[src/rtl/alu_ctrl_stage.sv]
// alu_ctrl_stage: ALU-control pipeline stage. Decodes opcode/funct into an
// ALU operation code, holds it in an ID/EX-style register under a
// valid/ready handshake, and sequences the multi-cycle MUL/DIV operations
// while back-pressuring upstream.
module alu_ctrl_stage #(
    parameter int OPC_W      = 5,
    parameter int FUNCT_W    = 5,
    parameter int OP_W       = 5,
    parameter int OPC_ART    = 0,
    parameter int OPC_LOG    = 1,
    parameter int OPC_CRY    = 2,
    parameter int OPC_IMM    = 3,
    parameter int OPC_LD     = 4,
    parameter int OPC_ST     = 5,
    parameter int OP_IMMED   = 16,
    parameter int FN_MUL     = 8,
    parameter int FN_DIV     = 9,
    parameter int MUL_CYCLES = 3,
    parameter int DIV_CYCLES = 8
) (
    input  logic               clk,
    input  logic               rst,
    input  logic               valid_in,
    input  logic [OPC_W-1:0]   opcode,
    input  logic [FUNCT_W-1:0] funct,
    input  logic               stall_in,
    input  logic               flush,
    output logic               ready_out,
    output logic               valid_out,
    output logic [OP_W-1:0]    operation,
    output logic               op_start,
    output logic               busy,
    output logic               illegal
);

    // Counter only has to reach LAT-1 of the longest multi-cycle op.
    localparam int MAX_LAT = (MUL_CYCLES > DIV_CYCLES) ? MUL_CYCLES : DIV_CYCLES;
    localparam int CNT_W   = (MAX_LAT > 2) ? $clog2(MAX_LAT) : 1;

    typedef enum logic [1:0] {
        S_IDLE  = 2'd0,
        S_MULTI = 2'd1,
        S_VALID = 2'd2
    } state_t;

    state_t             r_state;
    logic [CNT_W-1:0]   r_cnt;
    logic [OP_W-1:0]    r_operation;
    logic               r_illegal;
    logic               r_op_start;
    logic               r_busy;
    logic               r_valid_out;

    logic [OP_W-1:0]    w_dec_op;
    logic               w_dec_illegal;
    logic               w_dec_multi;
    logic [CNT_W-1:0]   w_dec_cnt;
    logic               w_ready;
    logic               w_accept;

    // Decode the incoming instruction: operation code, illegal flag and,
    // for MUL/DIV, the initial down-counter value (LAT-1).
    always_comb begin
        w_dec_op      = '0;
        w_dec_illegal = 1'b0;
        w_dec_multi   = 1'b0;
        w_dec_cnt     = '0;
        if (opcode == OPC_W'(OPC_ART) || opcode == OPC_W'(OPC_LOG) ||
            opcode == OPC_W'(OPC_CRY)) begin
            w_dec_op = OP_W'(funct);
        end else if (opcode == OPC_W'(OPC_IMM) || opcode == OPC_W'(OPC_LD) ||
                     opcode == OPC_W'(OPC_ST)) begin
            w_dec_op = OP_W'(OP_IMMED);
        end else begin
            w_dec_illegal = 1'b1;
        end
        if (opcode == OPC_W'(OPC_ART) && funct == FUNCT_W'(FN_MUL)) begin
            w_dec_multi = 1'b1;
            w_dec_cnt   = CNT_W'(MUL_CYCLES - 1);
        end else if (opcode == OPC_W'(OPC_ART) && funct == FUNCT_W'(FN_DIV)) begin
            w_dec_multi = 1'b1;
            w_dec_cnt   = CNT_W'(DIV_CYCLES - 1);
        end
    end

    // Ready is combinational on stall_in so a draining VALID slot can be
    // refilled in the same cycle (one instruction per cycle throughput).
    // Flush does not gate ready; upstream must honour flush itself.
    assign w_ready  = (r_state == S_IDLE) || (r_state == S_VALID && !stall_in);
    assign w_accept = valid_in && w_ready;

    // Stage FSM with registered outputs; rst beats flush beats accept/advance.
    always_ff @(posedge clk) begin
        if (rst || flush) begin
            r_state     <= S_IDLE;
            r_cnt       <= '0;
            r_operation <= '0;
            r_illegal   <= 1'b0;
            r_op_start  <= 1'b0;
            r_busy      <= 1'b0;
            r_valid_out <= 1'b0;
        end else begin
            case (r_state)
                S_MULTI: begin
                    // stall_in is ignored while the multi-cycle op executes.
                    r_op_start <= 1'b0;
                    if (r_cnt == '0) begin
                        r_state     <= S_VALID;
                        r_busy      <= 1'b0;
                        r_valid_out <= 1'b1;
                    end else begin
                        r_cnt <= r_cnt - CNT_W'(1);
                    end
                end
                S_IDLE, S_VALID: begin
                    if (w_accept) begin
                        r_operation <= w_dec_op;
                        r_illegal   <= w_dec_illegal;
                        if (w_dec_multi) begin
                            r_state     <= S_MULTI;
                            r_cnt       <= w_dec_cnt;
                            r_op_start  <= 1'b1;
                            r_busy      <= 1'b1;
                            r_valid_out <= 1'b0;
                        end else begin
                            r_state     <= S_VALID;
                            r_cnt       <= '0;
                            r_op_start  <= 1'b0;
                            r_busy      <= 1'b0;
                            r_valid_out <= 1'b1;
                        end
                    end else if (r_state == S_VALID && !stall_in) begin
                        // Consumed with nothing new behind it; operation
                        // and illegal keep their last accepted values.
                        r_state     <= S_IDLE;
                        r_valid_out <= 1'b0;
                    end
                end
                default: begin
                    r_state     <= S_IDLE;
                    r_cnt       <= '0;
                    r_op_start  <= 1'b0;
                    r_busy      <= 1'b0;
                    r_valid_out <= 1'b0;
                end
            endcase
        end
    end

    assign ready_out = w_ready;
    assign valid_out = r_valid_out;
    assign operation = r_operation;
    assign op_start  = r_op_start;
    assign busy      = r_busy;
    assign illegal   = r_illegal;

endmodule
[config.mk]
export PLATFORM = sky130hd
export DESIGN_NAME = alu_ctrl_stage
export DESIGN_NICKNAME = d
export VERILOG_FILES = /design/src/rtl/alu_ctrl_stage.sv
export SDC_FILE = /design/constraint.sdc
export NUM_CORES = 1
export LEC_CHECK = 0
export ABC_AREA = 1
export BUFFER_PORTS_ARGS = -buffer_cell sky130_fd_sc_hd__buf_2
export CAP_MARGIN = 20
export CORE_MARGIN = 2
export CORE_UTILIZATION = 43
export CTS_CLUSTER_DIAMETER = 100
export DETAILED_ROUTE_END_ITERATION = 10
export PLACE_DENSITY = 0.78
export SYNTH_ARGS = -nofsm -noshare
export SYNTH_HDL_FRONTEND = slang
export SYNTH_SLANG_ARGS = --single-unit
[constraint.sdc]
create_clock -name clk -period 1.2 [get_ports clk]
set_input_delay 0.24 -clock clk [delete_from_list [all_inputs] [get_ports clk]]
set_output_delay 0.24 -clock clk [all_outputs]
set_load 0.03 [all_outputs]
==> metrics.cfg <==
[finish]
fin_nets=158
drive_gt1_share_pct=42.9
post-route-util_pct=65.5
synthToLayoutAreaGrowth_pct=40.3
n_antenna_cell=0

[logic_synthesis]
yosysSeqAreaShare_pct=36.2
yosysTopAreaCell=dfxtp_1
synth_top_area_share_pct=36.2
syn_nets=122
yosysUniqueCellTypes=21
syn_inst=105
synth.most_common_cell=nand2_1
synth_common_cells=nand2_1 (24), inv_1 (16), dfxtp_1 (13)
ys.flop_type=dfxtp_1
synth_seq_cells=13
synth_edf_count=0
syn_area_per_cell_um2=6.85
async_reset_ff_share_pct=0
netlist_area_um2=719
synthTopCellsByArea=dfxtp_1 (36%), nand2_1 (13%), a21oi_1 (8.3%)
synth_warnings=0

[detailed_routing]
drc=0
first_pass_iters=6
routed_wl_um=1710
drt-initial-drc-count=18
via_per_inst=4.97
drtAntennaViolNets=0
routedWlPerCell_um=10.9
num_vias=776

[power]
p_seq_share_pct=47.3
p_total_w=0.000955
peakVddDrop_mv=0.484
switching_power_w=0.000287
intPower_w=0.000668
switching_share_pct=30.0
p_clk_share_pct=28.5
p_leak_nw=0.491
powerDensity_mw_per_mm2=946
pwr-share-comb_pct=24.3

[clock_tree]
clock_sinks=13
root_buffer=clkbuf_4
clk_latency_ps=280
htree_levels=1
path_clk_slew_ps=80
cts_tree=built
cts_buffer_depth=2
ctsHoldBuffers=0
cts_buffers=3

[die]
core_area_mm2=0.00154
start_util_pct=46.7
io_pins=25
fp.dieW_um=44.9
dieArea_mm2=0.00202
die_h_um=44.9
rows=14

[outcome]
violations=negative setup slack
status=finished, violations left

[critical_path]
crit_fanout=4
critPathLaunchType=flip-flop
path_class=flip-flop to flip-flop
required_ps=1370
cp-end-kind=flip-flop
arrival_ps=1450

[grt]
grt_max_degree=9
grt_pass1_vias=691
grt_pass1_wl_um=2770
grt_overflow=0
grt_use_total_pct=19.3
antenna_found_initial=0

[sta]
fin_crit_sh_pct=107
final-hold-violation-count=0
setup_slack_ps=-78.7
relSlewSlack_pct=81.8
fin_crit_ps=1280
fin_worst_skew_ps=1.27
maxSlewViolCount=0
worstMarginPinSlew_ps=272
fmax_mhz=782
finalSetupViolations=3
rsz0062_at_grt=yes
hold_ws_ps=226

[placed_design]
portBuffers=24
place_congestion=0.791
post-dp-hpwl_um=1250
place_ws_ps=-106

[run]
max-cap-violations=0

[min_path]
hold_class=input pin to flip-flop

-- what timing repair did --
action	4_1_cts	5_1_grt
resized for setup	18	4
endpoints found under the setup margin	7	6
setup buffers	3	1
pin swaps	8	5
-- power by group through the flow --
stage,clock [W],combinational (W),sequential (W)
after floorplan,0,0.000111,0.000475
after global placement,0,0.000189,0.000461
after detailed placement,0,0.000194,0.000462
after CTS,0.000272,0.000221,0.000451
after global routing,0.000293,0.000256,0.000453
final,0.000272,0.000232,0.000452
-- registers in the layout, indices dropped and copies added, names as in the netlist --
signal / count
illegal: 1
op_start: 1
r_cnt: 3
operation: 5
valid_out: 1
busy: 1
r_state: 1
-- final cells by class --
class	count	area (µm²)
fillers	128	532
multi-input cells	72	432
flip-flops and latches	13	270
repair buffers	31	179
inverters	20	82.6
clock buffers	4	26.3
well taps	16	20.0
-- metal layers --
metal	up-vias	share of wire [%]	routed length (µm)	global-route usage [%]
met3	6	7.5	128	3.60
met5	-	0	0	0
li1	407	-	-	-
met2	35	46	794	31.9
met4	0	1.8	30	10.6
met1	328	44	755	23.6
-- cell families after synthesis --
family | after synthesis | synth area share [%]
flops | 13 | 36.2
buf+inv | 20 | 10.8
compound gates | 22 | 18.4
simple gates | 48 | 31.1
fa+ha+maj | 2 | 3.48
-- worst paths after layout --
check                                     to  cells past startpoint  slack, ps          from
worst max-delay path                r_cnt[1]                      8        -80      r_cnt[0]
worst max register to register      r_cnt[1]                      8        -80      r_cnt[0]
worst min register to register  operation[1]                      2        460  operation[1]
worst min-delay path            operation[2]                      3        230      funct[2]
-- worst max-delay path, cell delays in order (launching register included) --
cell and delay [ps]:
dfxtp_2 320, inv_2 70, ha_4 140, ha_4 130
inv_4 40, o21ai_4 190, inv_2 80, o21ai_2 130
nor2_1 60
-- layout by cell type (no fill, tap or decap), types with 3 or more instances in the layout --
cell type,count
a21oi_1,11
buf_2,23
buf_4,7
clkbuf_4,3
dfxtp_1,9
inv_1,12
inv_2,5
inv_4,3
nand2_1,24
nand3_1,3
nor2_1,9
o211ai_1,3
o21ai_0,4
-- through the flow --
step / TNS [ps] / cells / instance area [µm²]
final: -115 / 156 / 1010
after floorplan: 0 / 105 / 721
after detailed placement: -282 / 149 / 891
after global placement: -19.5 / 149 / 891
after CTS: -9.51 / 155 / 987
after global routing: -407 / 156 / 1010
Note: power is estimated with default switching activity, not from simulation.
